### config.mk
export PLATFORM = sky130hd
export DESIGN_NAME = fetch_stage
export DESIGN_NICKNAME = d
export VERILOG_FILES = /design/src/rtl/fetch_stage.sv
export SDC_FILE = /design/constraint.sdc
export NUM_CORES = 1
export LEC_CHECK = 0
export BUFFER_PORTS_ARGS = -buffer_cell sky130_fd_sc_hd__buf_2
export CORE_MARGIN = 5
export CORE_UTILIZATION = 42
export CTS_BUF_LIST = sky130_fd_sc_hd__clkbuf_16
export DETAILED_ROUTE_END_ITERATION = 10
export MAX_ROUTING_LAYER = met4
export PLACE_DENSITY = 0.88
export SYNTH_ARGS = -nofsm -noshare
export SYNTH_HDL_FRONTEND = slang
export SYNTH_SLANG_ARGS = --single-unit
export TNS_END_PERCENT = 50
### constraint.sdc
create_clock -name clk -period 3.28 [get_ports clk]
set_input_delay 0.656 -clock clk [delete_from_list [all_inputs] [get_ports clk]]
set_output_delay 0.656 -clock clk [all_outputs]
set_load 0.02 [all_outputs]
### src/rtl/fetch_stage.sv
// Instruction-fetch front end: owns the PC, drives the sync-read ROM address and
// hands {instr, pc} to decode over valid/ready. Optional perf counters: FETCH_PERF_CNT_EN.
module fetch_stage #(
  parameter logic [31:0] RESET_PC   = 32'h0000_0000,
  parameter int unsigned IMEM_DEPTH = 64
) (
  input  logic        clk,
  input  logic        rst,
  output logic [29:0] imem_raddr,
  input  logic [31:0] imem_rdata,
  input  logic        redirect_valid,
  input  logic [31:0] redirect_pc,
  output logic        out_valid,
  input  logic        out_ready,
  output logic [31:0] out_instr,
  output logic [31:0] out_pc,
  output logic [31:0] out_pc_plus4,
  output logic        fetch_fault,
  output logic [31:0] fault_pc
`ifdef FETCH_PERF_CNT_EN
  ,
  output logic [31:0] perf_fetched,
  output logic [31:0] perf_stall
`endif
);

  logic [31:0] req_pc_q, req_pc_d;
  logic        inflight_q, inflight_d;
  logic        fault_q, fault_d;
  logic [31:0] fault_pc_q, fault_pc_d;
  logic [31:0] raddr_pc;
  logic [31:0] pc_plus4;
  logic        fire;
  logic        redir_bad;
  logic        seq_oob;

  assign pc_plus4     = req_pc_q + 32'd4;
  assign out_valid    = inflight_q & ~redirect_valid & ~fault_q;
  assign fire         = out_valid & out_ready;
  assign out_instr    = imem_rdata;
  assign out_pc       = req_pc_q;
  assign out_pc_plus4 = pc_plus4;
  assign fetch_fault  = fault_q;
  assign fault_pc     = fault_pc_q;
  assign imem_raddr   = raddr_pc[31:2];

  assign redir_bad = (redirect_pc[1:0] != 2'b00) ||
                     ({2'b00, redirect_pc[31:2]} >= IMEM_DEPTH);
  assign seq_oob   = ({2'b00, pc_plus4[31:2]} >= IMEM_DEPTH);

  // Stalls re-present req_pc so the ROM keeps returning the same word.
  always_comb begin
    req_pc_d   = req_pc_q;
    inflight_d = inflight_q;
    fault_d    = fault_q;
    fault_pc_d = fault_pc_q;
    raddr_pc   = req_pc_q;
    if (!fault_q) begin
      inflight_d = 1'b1;
      if (redirect_valid) begin
        raddr_pc = redirect_pc;
        if (redir_bad) begin
          fault_d    = 1'b1;
          fault_pc_d = redirect_pc;
        end else begin
          req_pc_d = redirect_pc;
        end
      end else if (fire) begin
        raddr_pc = pc_plus4;
        if (seq_oob) begin
          fault_d    = 1'b1;
          fault_pc_d = pc_plus4;
        end else begin
          req_pc_d = pc_plus4;
        end
      end
    end
  end

  always_ff @(posedge clk or posedge rst) begin
    if (rst) begin
      req_pc_q   <= RESET_PC;
      inflight_q <= 1'b0;
      fault_q    <= 1'b0;
      fault_pc_q <= '0;
    end else begin
      req_pc_q   <= req_pc_d;
      inflight_q <= inflight_d;
      fault_q    <= fault_d;
      fault_pc_q <= fault_pc_d;
    end
  end

`ifdef FETCH_PERF_CNT_EN
  logic [31:0] perf_fetched_q;
  logic [31:0] perf_stall_q;

  always_ff @(posedge clk or posedge rst) begin
    if (rst) begin
      perf_fetched_q <= '0;
      perf_stall_q   <= '0;
    end else if (!fault_q) begin
      if (fire)                   perf_fetched_q <= perf_fetched_q + 32'd1;
      if (out_valid & ~out_ready) perf_stall_q   <= perf_stall_q + 32'd1;
    end
  end

  assign perf_fetched = perf_fetched_q;
  assign perf_stall   = perf_stall_q;
`endif

endmodule

==> summary.md <==
| Metric | Value |
|---|---|
| Status | finished, violations left |
| Failing checks | setup timing |
| Pre-CTS setup slack | about 0.095 ns |
| CP Cell Sequence | buf_4, and4_1, nand4_1, nor4_2, buf_4, xor2_2, nand2_1, a21oi_2, a21o_1, buf_2 |
| Min-Delay Path Class | in -> async |
| Number of max-cap violations | 0 |
| Synth warn | 0 |
| Routability cong. | around 0.97 |
| Clock Latency Late Sink | roughly 0.34 ns |
| Actual slew at the worst max-slew pin | 0.579 ns |
| Number of global-route vias before repair | around 4600 |
| Asr flop ratio synth | 100% |
| DP Area | 5390 sq um |
| GRT Util Overall | between 20% and 30% |
| Worst Skew | between 0.007 and 0.008 ns |
| R2R Path End | fault_pc[6]$_DFFE_PP0P_ |
| Unrepaired setup endpoints after global routing | yes |
| R2R depth | 10 |
| Residual DRC | 0 |
| Drt first-iter violations | ~440 |
| # clock sinks | 66 |
| Die X-Extent | about 110 um |
| Clock transition at the registers of the reported paths | 0.06 ns |
| Post-synthesis cell type count | 56 |
| Cell Pwr Density | around 320 nW/um^2 |
| Via count | 4489 |
| Slew Viols, Final | 0 |
| Synthesized area | roughly 4400 sq um |
| Design area | between 5000 and 6000 sq um |
| Global-route congestion overflow total | 0 |
| Final Hold Vio Count | 0 |
| CP dominant cell by count | buf_4 |
| Synth Register Bits | between 60 and 70 |
| Peak supply drop | between 0.15 and 0.2 mV |
| Antenna fix cells | 0 |
| Drt first pass iters | 5 |
| Multi-input combinational cell area | between 2000 and 2500 sq um |
| H-Tree Depth | 3 |
| Nets | 709 |
| Crit share post-route | 101% |
| Die area | between 10000 and 15000 sq um |
| CTS tree | built |
| Syn Inst Count | ~480 |
| Critical path depth in cells | 10 |
| Dpl cells | 764 |
| R2R Path Start | out_pc[5]$_DFFE_PP0P_ |
| Setup WS post-layout | -0.0315 ns |
| Switching power | 460 uW |
| Final setup viols | 2 |
| Slew HR | 61.3% |
| Maximum operating frequency | 0.302 GHz |
| Clock power frac | between 40% and 50% |
| # rows | 37 |
| Layout cells sized above 1 | 43.3% |
| Fill count | approximately 960 |
| Post-route ant nets | 0 |
| Clock Tree Buf Depth | 2 |
| IO Count | 228 |
| LEAKAGE | about 3.3 nW |
| Startpoint types | register |
| Sw frac | 24.8% |
| Post-DP HPWL | ~13000 um |
| Slowest-stage cell, CP | and4_1 |
| Buf+Inv Stages, Crit Path | 3 |
| Int Power | approximately 1.4 mW |
| Combinational fraction of design power | a little under a tenth |
| CP arrival | between 2 and 3 ns |
| Crit path time final | between 3 and 4 ns |
| Setup crit end | imem_raddr[27] |
| P&R area growth vs syn | 31.1% |
| Delay of the slowest critical-path stage | 0.35 ns |
| First-pass GRT wire length | between 20000 and 30000 um |
| Post-Route WL | 17100 um |
| Max Fanout on Critical Path | 8 |
| Num CTS Buffers | 9 |
| Sequential share of the synthesized area | a little under two fifths |
| Post-synth EDFFs | 0 |
| Avg Synthesized Cell Area | approximately 9.1 sq um |
| Reg power frac | between 40% and 50% |
| Initial Utilization | between 40 and 50% |
| Final Power | ~1.9 mW |
| Routed len/inst | 22.0 um |
| Worst setup path start | out_pc[7]$_DFFE_PP0P_ |
| Root Driver | clkbuf_16 |
| Largest net degree at the start of global routing | 33 |
| Buffers on Ports | 163 |
| Initial antenna violation count | 0 |
| Core area | just over 10000 sq um |
| Register area | about 1700 sq um |
| Reg2Reg Setup Slack | roughly 0.14 ns |
| Critical path class | reg -> out |
| Prevailing post-synth register cell | dfrtp_1 |
| Synth Net Count | 547 |
| Delay-heaviest family, CP | simple AND/OR/NAND/NOR gates |
| Vias per cell | between 5 and 6 |
| Worst setup EP type | output pin |
| Finished Layout Cells | slightly below 800 |
| Cts hold-fix bufs | 0 |
| Worst EP required | 2.62 ns |
| Die Y | roughly 110 um |
| Final Util | a little under three fifths |
-- flip-flops by register name (all words and copies together), names as in the netlist --
name / flops
fetch_fault: 1
inflight_q: 1
out_pc: 32
fault_pc: 32
-- cell families after synthesis --
logic type / after synthesis / share of synthesized area (%)
mux: 20 / 6.07
buf+inv: 79 / 10.3
flops: 66 / 37.8
fa+ha+maj: 1 / 0.286
simple gates: 175 / 22.2
xor+xnor: 29 / 5.99
compound gates: 108 / 17.4
-- power groups by stage --
stage | clock (mW) | combinational, mW | sequential [mW]
after detailed placement | 0 | 0.171 | 0.854
after floorplan | 0 | 0.125 | 0.874
final | 0.837 | 0.173 | 0.841
after global routing | 0.896 | 0.187 | 0.841
after global placement | 0 | 0.167 | 0.853
after CTS | 0.858 | 0.172 | 0.840
-- layout by cell type, fill, tap and decap left out, types with 4 or more instances in the layout --
master	instances
a21o_1	38
a21oi_1	8
a22oi_1	21
and2_1	26
and4_1	6
buf_2	162
buf_4	55
clkbuf_16	9
dfrtp_1	63
inv_1	11
mux2_2	6
mux2_4	11
nand2_1	29
nand3_1	10
nand4_1	11
nor2_1	33
nor3_1	9
nor3_2	4
nor4_1	20
o21ai_0	10
o22ai_1	6
o2bb2ai_1	5
or4_1	4
xnor2_1	7
xor2_1	16
xor2_2	4
-- cells in the mapped netlist (3+ instances only) --
master | n | area share [%]
mux2_4 | 11 | 3.8
xor2_1 | 20 | 4.0
mux2_2 | 6 | 1.5
inv_1 | 10 | 0.86
and4_1 | 6 | 1.2
and2_1 | 26 | 3.7
buf_2 | 11 | 1.3
o21ai_0 | 11 | 1.3
nand4_1 | 11 | 1.6
buf_4 | 35 | 6.0
o2bb2ai_1 | 5 | 1.0
or2_2 | 3 | 0.43
a21o_1 | 38 | 6.5
nor3_1 | 11 | 1.3
nand3_1 | 10 | 1.1
a22oi_1 | 22 | 3.8
o22ai_1 | 6 | 0.86
nand2_1 | 29 | 2.5
nor4_1 | 21 | 3.0
xnor2_1 | 8 | 1.6
nor2_1 | 36 | 3.1
and3_1 | 3 | 0.43
a21oi_1 | 9 | 1.0
dfrtp_1 | 66 | 38
or4_1 | 4 | 0.69
clkbuf_1 | 21 | 1.8
-- worst min-delay path by stage --
stage,startpoint,to,slack (ns),depth (start not counted)
finish,rst,fault_pc[28]$_DFFE_PP0P_,0.38,2
global route,rst,fault_pc[4]$_DFFE_PP0P_,0.43,2
CTS,rst,fault_pc[4]$_DFFE_PP0P_,0.39,2
detailed placement,inflight_q$_DFFE_PP0N_,inflight_q$_DFFE_PP0N_,0.45,1
global placement,inflight_q$_DFFE_PP0N_,inflight_q$_DFFE_PP0N_,0.45,1
floorplan,inflight_q$_DFFE_PP0N_,inflight_q$_DFFE_PP0N_,0.43,1
-- area by class of cell --
type | instances | share of cell area [%]
Multi-Input combinational cell | 333 | 41.1
Sequential cell | 66 | 28.9
Timing Repair Buffer | 219 | 21.9
Clock buffer | 9 | 3.93
Tap cell | 136 | 2.97
Inverter | 11 | 0.721
Clock inverter | 7 | 0.502
-- what timing repair did --
item / in CTS / in global routing
resized for setup: 5 / 12
endpoints found under the setup margin: 6 / 38
pin swaps: 2 / 4
setup buffers: 1 / 0
-- stage by stage --
stage	hold slack (ns)	setup TNS, ns
final	0.375	-0.0619
after global placement	0.445	0
after floorplan	0.427	0
after detailed placement	0.446	0
after global routing	0.427	-0.532
after CTS	0.389	-0.0978
-- per-layer routing --
metal | vias to the layer above | GRT usage [%] | share of wire [%]
met1 | 2166 | 33.2 | 39
met4 | 0 | 11.0 | 4.1
met2 | 255 | 45.9 | 49
met5 | - | - | 0
met3 | 61 | 6.14 | 7.6
li1 | 2007 | - | -
No activity file was read; power rests on OpenSTA's default activity.
